--- src/rtl/regbank_pkg.sv ---
// Shared types for the register-bank write path: entry layout, issue FSM
// states and the address-to-busy-bit decode.
package regbank_pkg;

    localparam int ADDR_W   = 4;
    localparam int DATA_W   = 32;
    localparam int NUM_REGS = 16;

    typedef struct packed {
        logic [ADDR_W-1:0] addr;
        logic [DATA_W-1:0] data;
    } wb_entry_t;

    typedef enum logic [1:0] {
        IDLE  = 2'd0,
        SETUP = 2'd1,
        PULSE = 2'd2
    } wb_state_t;

    function automatic logic [NUM_REGS-1:0] addr_onehot(input logic [ADDR_W-1:0] a);
        logic [NUM_REGS-1:0] v;
        v    = '0;
        v[a] = 1'b1;
        return v;
    endfunction

endpackage

--- src/rtl/regbank_write_scheduler_fifo.sv ---
// Writeback FIFO with two prioritised push ports and a single pop. Exposes the
// head plus per-slot valid/address so the top can build the pending mask.
module wb_fifo
    import regbank_pkg::*;
#(
    parameter  int DEPTH = 4,
    localparam int PW    = $clog2(DEPTH),
    localparam int CW    = PW + 1
) (
    input  logic                           clk,
    input  logic                           rst_n,
    input  logic                           push0_i,
    input  wb_entry_t                      push0_entry_i,
    input  logic                           push1_i,
    input  wb_entry_t                      push1_entry_i,
    input  logic                           pop_i,
    output wb_entry_t                      head_o,
    output logic [CW-1:0]                  count_o,
    output logic [DEPTH-1:0]               valid_o,
    output logic [DEPTH-1:0][ADDR_W-1:0]   addr_o
);

    wb_entry_t       mem_q [DEPTH];
    logic [PW-1:0]   wr_ptr_q, wr_ptr_d;
    logic [PW-1:0]   rd_ptr_q, rd_ptr_d;
    logic [CW-1:0]   count_q, count_d;
    logic [PW-1:0]   slot1;

    // The second port lands behind the first when both push together.
    assign slot1    = wr_ptr_q + PW'(push0_i);
    assign wr_ptr_d = wr_ptr_q + PW'(push0_i) + PW'(push1_i);
    assign rd_ptr_d = rd_ptr_q + PW'(pop_i);
    assign count_d  = count_q + CW'(push0_i) + CW'(push1_i) - CW'(pop_i);

    always_ff @(posedge clk) begin
        if (push0_i) mem_q[wr_ptr_q] <= push0_entry_i;
        if (push1_i) mem_q[slot1]    <= push1_entry_i;
    end

    always_ff @(posedge clk or negedge rst_n) begin
        if (!rst_n) begin
            wr_ptr_q <= '0;
            rd_ptr_q <= '0;
            count_q  <= '0;
        end else begin
            wr_ptr_q <= wr_ptr_d;
            rd_ptr_q <= rd_ptr_d;
            count_q  <= count_d;
        end
    end

    assign head_o  = mem_q[rd_ptr_q];
    assign count_o = count_q;

    generate
        for (genvar gi = 0; gi < DEPTH; gi++) begin : g_slot
            logic [PW-1:0] offset;
            assign offset      = PW'(gi) - rd_ptr_q;
            assign valid_o[gi] = ({1'b0, offset} < count_q);
            assign addr_o[gi]  = mem_q[gi].addr;
        end
    endgenerate

endmodule

--- src/rtl/regbank_write_scheduler.sv ---
// Write-side front end of the 16x32 register bank: queues ES/DS writebacks and
// replays each as an address/data setup cycle followed by a one-cycle strobe.
module regbank_write_scheduler #(
    parameter  int DEPTH  = 4,
    parameter  int DATA_W = 32,
    parameter  int ADDR_W = 4,
    localparam int CW     = $clog2(DEPTH) + 1
) (
    input  logic              clk,
    input  logic              rst_n,
    input  logic              es_req,
    input  logic [ADDR_W-1:0] es_addr,
    input  logic [DATA_W-1:0] es_data,
    output logic              es_ready,
    input  logic              ds_req,
    input  logic [ADDR_W-1:0] ds_addr,
    input  logic [DATA_W-1:0] ds_data,
    output logic              ds_ready,
    output logic              wr_strobe,
    output logic [ADDR_W-1:0] wr_addr,
    output logic [DATA_W-1:0] wr_data,
    output logic [15:0]       busy_mask,
    output logic [CW-1:0]     count
);

    import regbank_pkg::*;

    wb_state_t                         state_q, state_d;
    logic                              wr_strobe_q, wr_strobe_d;
    logic [ADDR_W-1:0]                 wr_addr_q, wr_addr_d;
    logic [DATA_W-1:0]                 wr_data_q, wr_data_d;
    logic                              es_push, ds_push, pop;
    wb_entry_t                         head;
    logic [CW-1:0]                     fifo_count;
    logic [DEPTH-1:0]                  slot_valid;
    logic [DEPTH-1:0][ADDR_W-1:0]      slot_addr;

    // With one slot left, ES (the older instruction) takes it.
    assign es_ready = (fifo_count < CW'(DEPTH));
    assign ds_ready = es_ready && !(es_req && (fifo_count == CW'(DEPTH - 1)));
    assign es_push  = es_req && es_ready;
    assign ds_push  = ds_req && ds_ready;

    wb_fifo #(.DEPTH(DEPTH)) u_fifo (
        .clk           (clk),
        .rst_n         (rst_n),
        .push0_i       (es_push),
        .push0_entry_i ('{addr: es_addr, data: es_data}),
        .push1_i       (ds_push),
        .push1_entry_i ('{addr: ds_addr, data: ds_data}),
        .pop_i         (pop),
        .head_o        (head),
        .count_o       (fifo_count),
        .valid_o       (slot_valid),
        .addr_o        (slot_addr)
    );

    always_ff @(posedge clk or negedge rst_n) begin
        if (!rst_n) state_q <= IDLE;
        else        state_q <= state_d;
    end

    always_comb begin
        state_d = state_q;
        case (state_q)
            IDLE:    if (fifo_count != '0) state_d = SETUP;
            SETUP:   state_d = PULSE;
            PULSE:   state_d = (fifo_count != '0) ? SETUP : IDLE;
            default: state_d = IDLE;
        endcase
    end

    // Address/data only reload on entry to SETUP, so they are steady while strobe is high.
    always_comb begin
        wr_strobe_d = 1'b0;
        wr_addr_d   = wr_addr_q;
        wr_data_d   = wr_data_q;
        pop         = 1'b0;
        case (state_q)
            IDLE, PULSE: begin
                if (fifo_count != '0) begin
                    wr_addr_d = head.addr;
                    wr_data_d = head.data;
                end
            end
            SETUP: begin
                wr_strobe_d = 1'b1;
                pop         = 1'b1;
            end
            default: ;
        endcase
    end

    always_ff @(posedge clk or negedge rst_n) begin
        if (!rst_n) begin
            wr_strobe_q <= 1'b0;
            wr_addr_q   <= '0;
            wr_data_q   <= '0;
        end else begin
            wr_strobe_q <= wr_strobe_d;
            wr_addr_q   <= wr_addr_d;
            wr_data_q   <= wr_data_d;
        end
    end

    always_comb begin
        busy_mask = '0;
        for (int i = 0; i < DEPTH; i++) begin
            if (slot_valid[i]) busy_mask = busy_mask | addr_onehot(slot_addr[i]);
        end
        if (state_q != IDLE) busy_mask = busy_mask | addr_onehot(wr_addr_q);
    end

    assign wr_strobe = wr_strobe_q;
    assign wr_addr   = wr_addr_q;
    assign wr_data   = wr_data_q;
    assign count     = fifo_count;

endmodule

--- config.mk ---
export PLATFORM = sky130hd
export DESIGN_NAME = regbank_write_scheduler
export DESIGN_NICKNAME = d
export VERILOG_FILES = /design/src/rtl/regbank_pkg.sv /design/src/rtl/regbank_write_scheduler_fifo.sv /design/src/rtl/regbank_write_scheduler.sv
export SDC_FILE = /design/constraint.sdc
export NUM_CORES = 1
export LEC_CHECK = 0
export CAP_MARGIN = 5
export CORE_MARGIN = 10
export CORE_UTILIZATION = 45
export DETAILED_ROUTE_END_ITERATION = 16
export HOLD_SLACK_MARGIN = 0.15
export PLACE_DENSITY = 0.76
export SYNTH_ARGS = -nofsm -noshare
export SYNTH_HDL_FRONTEND = slang
export SYNTH_HIERARCHICAL = 1
export SYNTH_SLANG_ARGS = --single-unit
--- constraint.sdc ---
create_clock -name clk -period 4.4 [get_ports clk]
set_clock_uncertainty 0.2 [all_clocks]
set_input_delay 1.1 -clock clk [delete_from_list [all_inputs] [get_ports clk]]
set_output_delay 1.1 -clock clk [all_outputs]
set_load 0.03 [all_outputs]
# ---- Word level (Yosys, flattened, before mapping)
# Memory sizes are Yosys's and may differ from the RTL's. A register that Yosys moved wholly into a read port is not among the register bits.
# Cells that the tools add are included.
dict set report op_classes {
  n_addsub 10
  mul 0
  div 0
  magnitude_cmp 15
  eq_ne 4
  shift 0
  n_mux 23
  bitwise_logic 4
  reduce_logical 16
}
# operator n
set op_table {}
lappend op_table {{$mux W16} 5}
lappend op_table {{$or A16 B16 Y16} 4}
lappend op_table {{$lt A4 B5 Y1 const B} 5}
lappend op_table {{$demux W1 S4} 5}
lappend op_table {{$ge A4 B1 Y1 const B} 5}
lappend op_table {{$lt A2 B3 Y1} 4}
lappend op_table {{$mux W1} 11}
lappend op_table {{$logic_and A1 B1 Y1} 9}
lappend op_table {{$add A2 B1 Y2} 3}
lappend op_table {{$add A3 B1 Y3} 2}
lappend op_table {{$pmux W2 S3} 1}
lappend op_table {{$sub A1 B2 Y2 const A} 2}
lappend op_table {{$sub A2 B2 Y2 const A} 2}
lappend op_table {{$eq A3 B2 Y1 const B} 1}
lappend op_table {{$lt A3 B3 Y1 const B} 1}
lappend op_table {{$reduce_bool A3 Y1} 1}
lappend op_table {{$sub A3 B1 Y3} 1}
lappend op_table {{$eq A2 B1 Y1 const B} 1}
lappend op_table {{$eq A2 B2 Y1 const B} 1}
lappend op_table {{$logic_not A1 Y1} 2}
lappend op_table {{$logic_not A2 Y1} 1}
lappend op_table {{$mux W2} 1}
lappend op_table {{$ne A2 B2 Y1 const B} 1}
lappend op_table {{$reduce_and A2 Y1} 1}
lappend op_table {{2 further kinds} 2}
dict set report word_totals {
  register_bits 10
  latchBits 0
  mem_bits_rw 144
  mem_bits_ro 0
  output_inout_bits 58
  mem_count 1
}
# name words width read_ports rd_ports_with_merged_regs wr line
set mem_list {}
lappend mem_list {u_fifo.mem_q 4 36 5 1 2 regbank_write_scheduler_fifo.sv:23} ;# wb_entry_t mem_q [DEPTH];

# ---- Longest topological paths before layout
dict set report logic_depth {
  word_depth 13
  mapped_depth 10
  ltp_nobuf 9
}

# ---- Modules after synthesis
# Netlist, hierarchy kept.
# module instances cells_per_inst area_each_um2
set modules_own_cells {}
lappend modules_own_cells {wb_fifo 1 415 7724.9}
lappend modules_own_cells {regbank_write_scheduler 1 198 2205.9}

# ---- Least setup slack after synthesis
# No wires, ideal clock.
dict set report synth_path {
  kind {in2reg}
  start {in es_req}
  end {mem u_fifo/mem_q[2][0] in the netlist's numbering (enable)}
  setup_ns 0.479
  t_arrival_ns 4.059
  slack_ns -0.338
  stages 3
  n_path_buf 0
  path_cell_list {nor2b_1 nand2_1 o21ai_0}
}
# element line
set synth_rtl {}
lappend synth_rtl {{start: declaration} regbank_write_scheduler.sv:11} ;# input logic es_req,
lappend synth_rtl {{end: declaration} regbank_write_scheduler_fifo.sv:23}

# ---- Final worst setup path
dict set report layout_path {
  start {reg u_fifo.rd_ptr_q[1]}
  end {out busy_mask[4]}
}
dict set report layout_between {
  elab_chain_cells 11
}
# element line
set layout_rtl {}
lappend layout_rtl {{start: declaration} regbank_write_scheduler_fifo.sv:25} ;# logic [PW-1:0] rd_ptr_q, rd_ptr_d;
lappend layout_rtl {{start signal: assignment} regbank_write_scheduler_fifo.sv:47} ;# rd_ptr_q <= rd_ptr_d;
lappend layout_rtl {{$sub A1 B2 Y2 *} regbank_write_scheduler_fifo.sv:58} ;# assign offset = PW'(gi) - rd_ptr_q;
lappend layout_rtl {{$lt A2 B3 Y1 *} regbank_write_scheduler_fifo.sv:59} ;# assign valid_o[gi] = ({1'b0, offset} < count_q);
lappend layout_rtl {{net slot_valid[0]} regbank_write_scheduler.sv:35} ;# logic [DEPTH-1:0] slot_valid;
lappend layout_rtl {{$mux W16 *} regbank_write_scheduler.sv:109} ;# if (slot_valid[i]) busy_mask = busy_mask | addr_onehot(slot_addr[i]);
lappend layout_rtl {{$or A16 B16 Y16} regbank_write_scheduler.sv:109}
lappend layout_rtl {{$mux W16 *} regbank_write_scheduler.sv:109}
lappend layout_rtl {{$or A16 B16 Y16} regbank_write_scheduler.sv:109}
lappend layout_rtl {{$mux W16 *} regbank_write_scheduler.sv:109}
lappend layout_rtl {{$or A16 B16 Y16} regbank_write_scheduler.sv:109}
lappend layout_rtl {{$mux W16 *} regbank_write_scheduler.sv:109}
lappend layout_rtl {{$or A16 B16 Y16} regbank_write_scheduler.sv:111} ;# if (state_q != IDLE) busy_mask = busy_mask | addr_onehot(wr_addr_q);
lappend layout_rtl {{$mux W16 *} regbank_write_scheduler.sv:111}
lappend layout_rtl {{end: declaration} regbank_write_scheduler.sv:22} ;# output logic [15:0] busy_mask,
# The timed path passes the listed nets; every way through them passes the cells marked *.

==> summary.txt <==
Synth
  • Synth warn: 6
  • Register area share after synthesis: 55.13%
  • Synth unique cells: 51
  • Mux cell area share after synthesis: 29.67%
  • Syn_nets: 699
  • Ys async rst share: 24.21%
  • Simple-gate share of the synthesized area: 5.531%
  • Netlist Area Pre-Place: 9931 sq um
  • Yosys top cell area share: 43.54%
  • Leading area contributor after synthesis: edfxtp_1
  • Synth Area in Compound Gates: 3.603%
  • Number of synthesized flops with an enable pin: 144
  • Main synth FF type: edfxtp_1
  • Count leader, synth: edfxtp_1
  • Main combinational cell family by area after synthesis: multiplexers
  • Post-synthesis adder-cell area fraction: 1.411%
  • Cells after Synth: 613
  • Post-synth top cells: edfxtp_1, mux2_2, dfrtp_1
  • Synth Area in XOR/XNOR: 0.6048%
  • Yosys reg bits: 190
  • Synth area leaders: edfxtp_1, mux2_2, dfrtp_1
  • Syn Area/Cell: 16.20 sq um

Critical path
  • Crit start category: flop
  • Setup crit end kind: output port
  • Crit path required time: 3.10 ns
  • Worst EP arrival: 2.87 ns
  • WS Path Type: reg -> out
  • Worst-path maximum fanout: 7

Detailed routing
  • Post-route ant nets: 0
  • DR vias: 6003
  • DRT iter0 DRCs: 462
  • Drt via density: 5.761
  • Wire per inst: 23.64 um
  • Drc violations: 0
  • DRT Wirelength: 24630 um
  • 1st-pass router iterations: 5

STA
  • Setup TNS: 0 ns
  • Rel. slew slack: 42.32%
  • Final Hold Viols: 0
  • # setup viols final: 0
  • Tcrit/Tclk final: 94.71%
  • Fmax: 240.0 MHz
  • Worst hold margin: 0.2944 ns
  • Setup ws final: 0.2328 ns
  • RSZ-0062 raised after global routing: no
  • Min Tclk post-route: 4.167 ns
  • Worst-Margin Slew: 0.8620 ns
  • Slew Viols, Final: 0

Pwr
  • PwrDens: 722.1 nW/um^2
  • Max VDD drop: 400.5 uV
  • Static leakage: 4.469 nW
  • Pwr Total: 8.767 mW

Global route
  • Largest net degree at the start of global routing: 31
  • First-pass GRT wire length: 38430 um
  • Number of global-route vias before repair: 6606
  • Initial antenna violation count: 1
  • Gr usage total: 17.44%
  • Total gr overflow: 0

Place
  • Worst slack, placed: 0.2804 ns
  • GP Congestion: 0.8110
  • Hpwl dp: 17160 um
  • Number of port buffers: 133

Clocking
  • CTS Buf Count: 17
  • Clock transition at path regs: 0.07 ns
  • Cts hold-fix bufs: 0
  • CTS tree: built
  • Clk Latency, worst-skew pair: 0.44 ns
  • Clock sinks: 190
  • Root Buffer Master: clkbuf_16
  • Longest Clk Path Bufs: 2
  • Htree depth: 4

Status
  • Status: complete, no violations

Die
  • Initial Utilization: 45.65%
  • Core area: 21760 sq um
  • Std-Cell Rows: 54
  • Die Area: 28410 sq um
  • Number of I/O pins: 134
  • DIE HEIGHT: 168.6 um
  • Die W: 168.6 um

Flow run
  • MaxCap Viol Count: 0

Final layout
  • Util after Layout: 55.81%
  • Layout area overhead: 22.26%
  • Share of cells above drive strength 1: 37.84%
  • Nets: 834

Hold path
  • Hold Crit Class: reg -> reg
[registers in the layout, summed over array words and instances (netlist names)]
name	flops
u_fifo/wr_ptr_q	2
state_q	2
wr_strobe	1
wr_data	32
wr_addr	4
u_fifo/mem_q	144
u_fifo/count_o	3
u_fifo/rd_ptr_q	2
[metrics by stage]
| step | instances | area [sq um] |
|---|---|---|
| 3_3_place_gp | 1009 | 11550 |
| 3_5_place_dp | 1009 | 11550 |
| 6_report | 1042 | 12140 |
| 4_1_cts | 1041 | 12110 |
| 2_1_floorplan | 613 | 9937 |
| 5_1_grt | 1042 | 12140 |
[timing repair]
| action | 4_1_cts | 5_1_grt |
|---|---|---|
| buffers inserted | 0 | 0 |
| gates resized for setup | 3 | 16 |
| endpoints found under the setup margin | 3 | 14 |
| pin swaps | 0 | 0 |
[layout make-up]
class                           instances  area [sq um]
Antenna cell                            1         2.502
Clock buffer                           19         432.9
Clock inverter                         13         122.6
Fill cell                            1714          9614
Inverter                                8         30.03
Multi-Input combinational cell        371          4105
Sequential cell                       190          5478
Tap cell                              280         350.3
Timing Repair Buffer                  160          1620
[routing by layer]
metal | GRT usage, % | vias up | share of wire, %
met1 | 20.48 | 3076 | 41
met2 | 30.28 | 214 | 52
met5 | 0 | - | 0
met4 | 5.791 | 0 | 1.6
li1 | - | 2680 | -
met3 | 4.655 | 33 | 6.1
[worst max-delay path: stages, from the launching register on]
cell and delay [ns]:
dfrtp_2 0.41, xnor2_1 0.20, inv_1 0.07, ha_1 0.28
a21oi_1 0.05, or2_2 0.33, nor3b_2 0.18, and3b_1 0.19
or4_1 0.53, clkbuf_2 0.20
[path summary, 6_finish.rpt]
check | slack, ns | startpoint | depth (start not counted) | to
worst max-delay path | 0.23 | u_fifo/rd_ptr_q[1] | 9 | busy_mask[4]
worst min-delay path | 0.29 | wr_data[5] | 1 | wr_data[5]
worst max register to register | 1.39 | u_fifo/count_o[0] | 9 | u_fifo/count_o[2]
worst min register to register | 0.29 | wr_data[5] | 1 | wr_data[5]
max in group asynchronous | 2.64 | rst_n | 2 | u_fifo/rd_ptr_q[1]
min in group asynchronous | 0.54 | rst_n | 1 | wr_data[12]
[power by group]
| group | switching [mW] | leakage (nW) | internal [mW] |
|---|---|---|---|
| registers | 0.353 | 1.86 | 2.69 |
| logic | 2.26 | 2.35 | 1.98 |
| clock network | 0.652 | 0.265 | 0.827 |
[cells by family after synthesis]
family                   Yosys count
multiplexers                     216
flip-flops                       190
AND/OR/NAND/NOR                   88
buffers and inverters             52
AO/OA/AOI/OAI                     51
adder cells (fa/ha/maj)           10
XOR/XNOR                           6
[layout by cell type (no fill, tap or decap), types with 7 or more instances in the layout]
cell type	synthesis	routed
edfxtp_1	144	144
buf_4	19	21
or2_2	7	7
nor2b_1	11	11
dfrtp_1	46	44
nand2_1	8	8
nor2_1	9	9
clkbuf_16	0	17
o22ai_1	13	12
mux2_4	29	29
o211ai_1	9	9
dlymetal6s2s_1	0	13
ha_1	8	8
mux2_2	143	143
mux2_1	8	8
or3_1	7	7
clkdlybuf4s50_1	0	116
a22oi_1	12	12
inv_1	8	8
nand2b_1	12	11
mux4_2	36	36
Power figures use the tool's default switching activity.
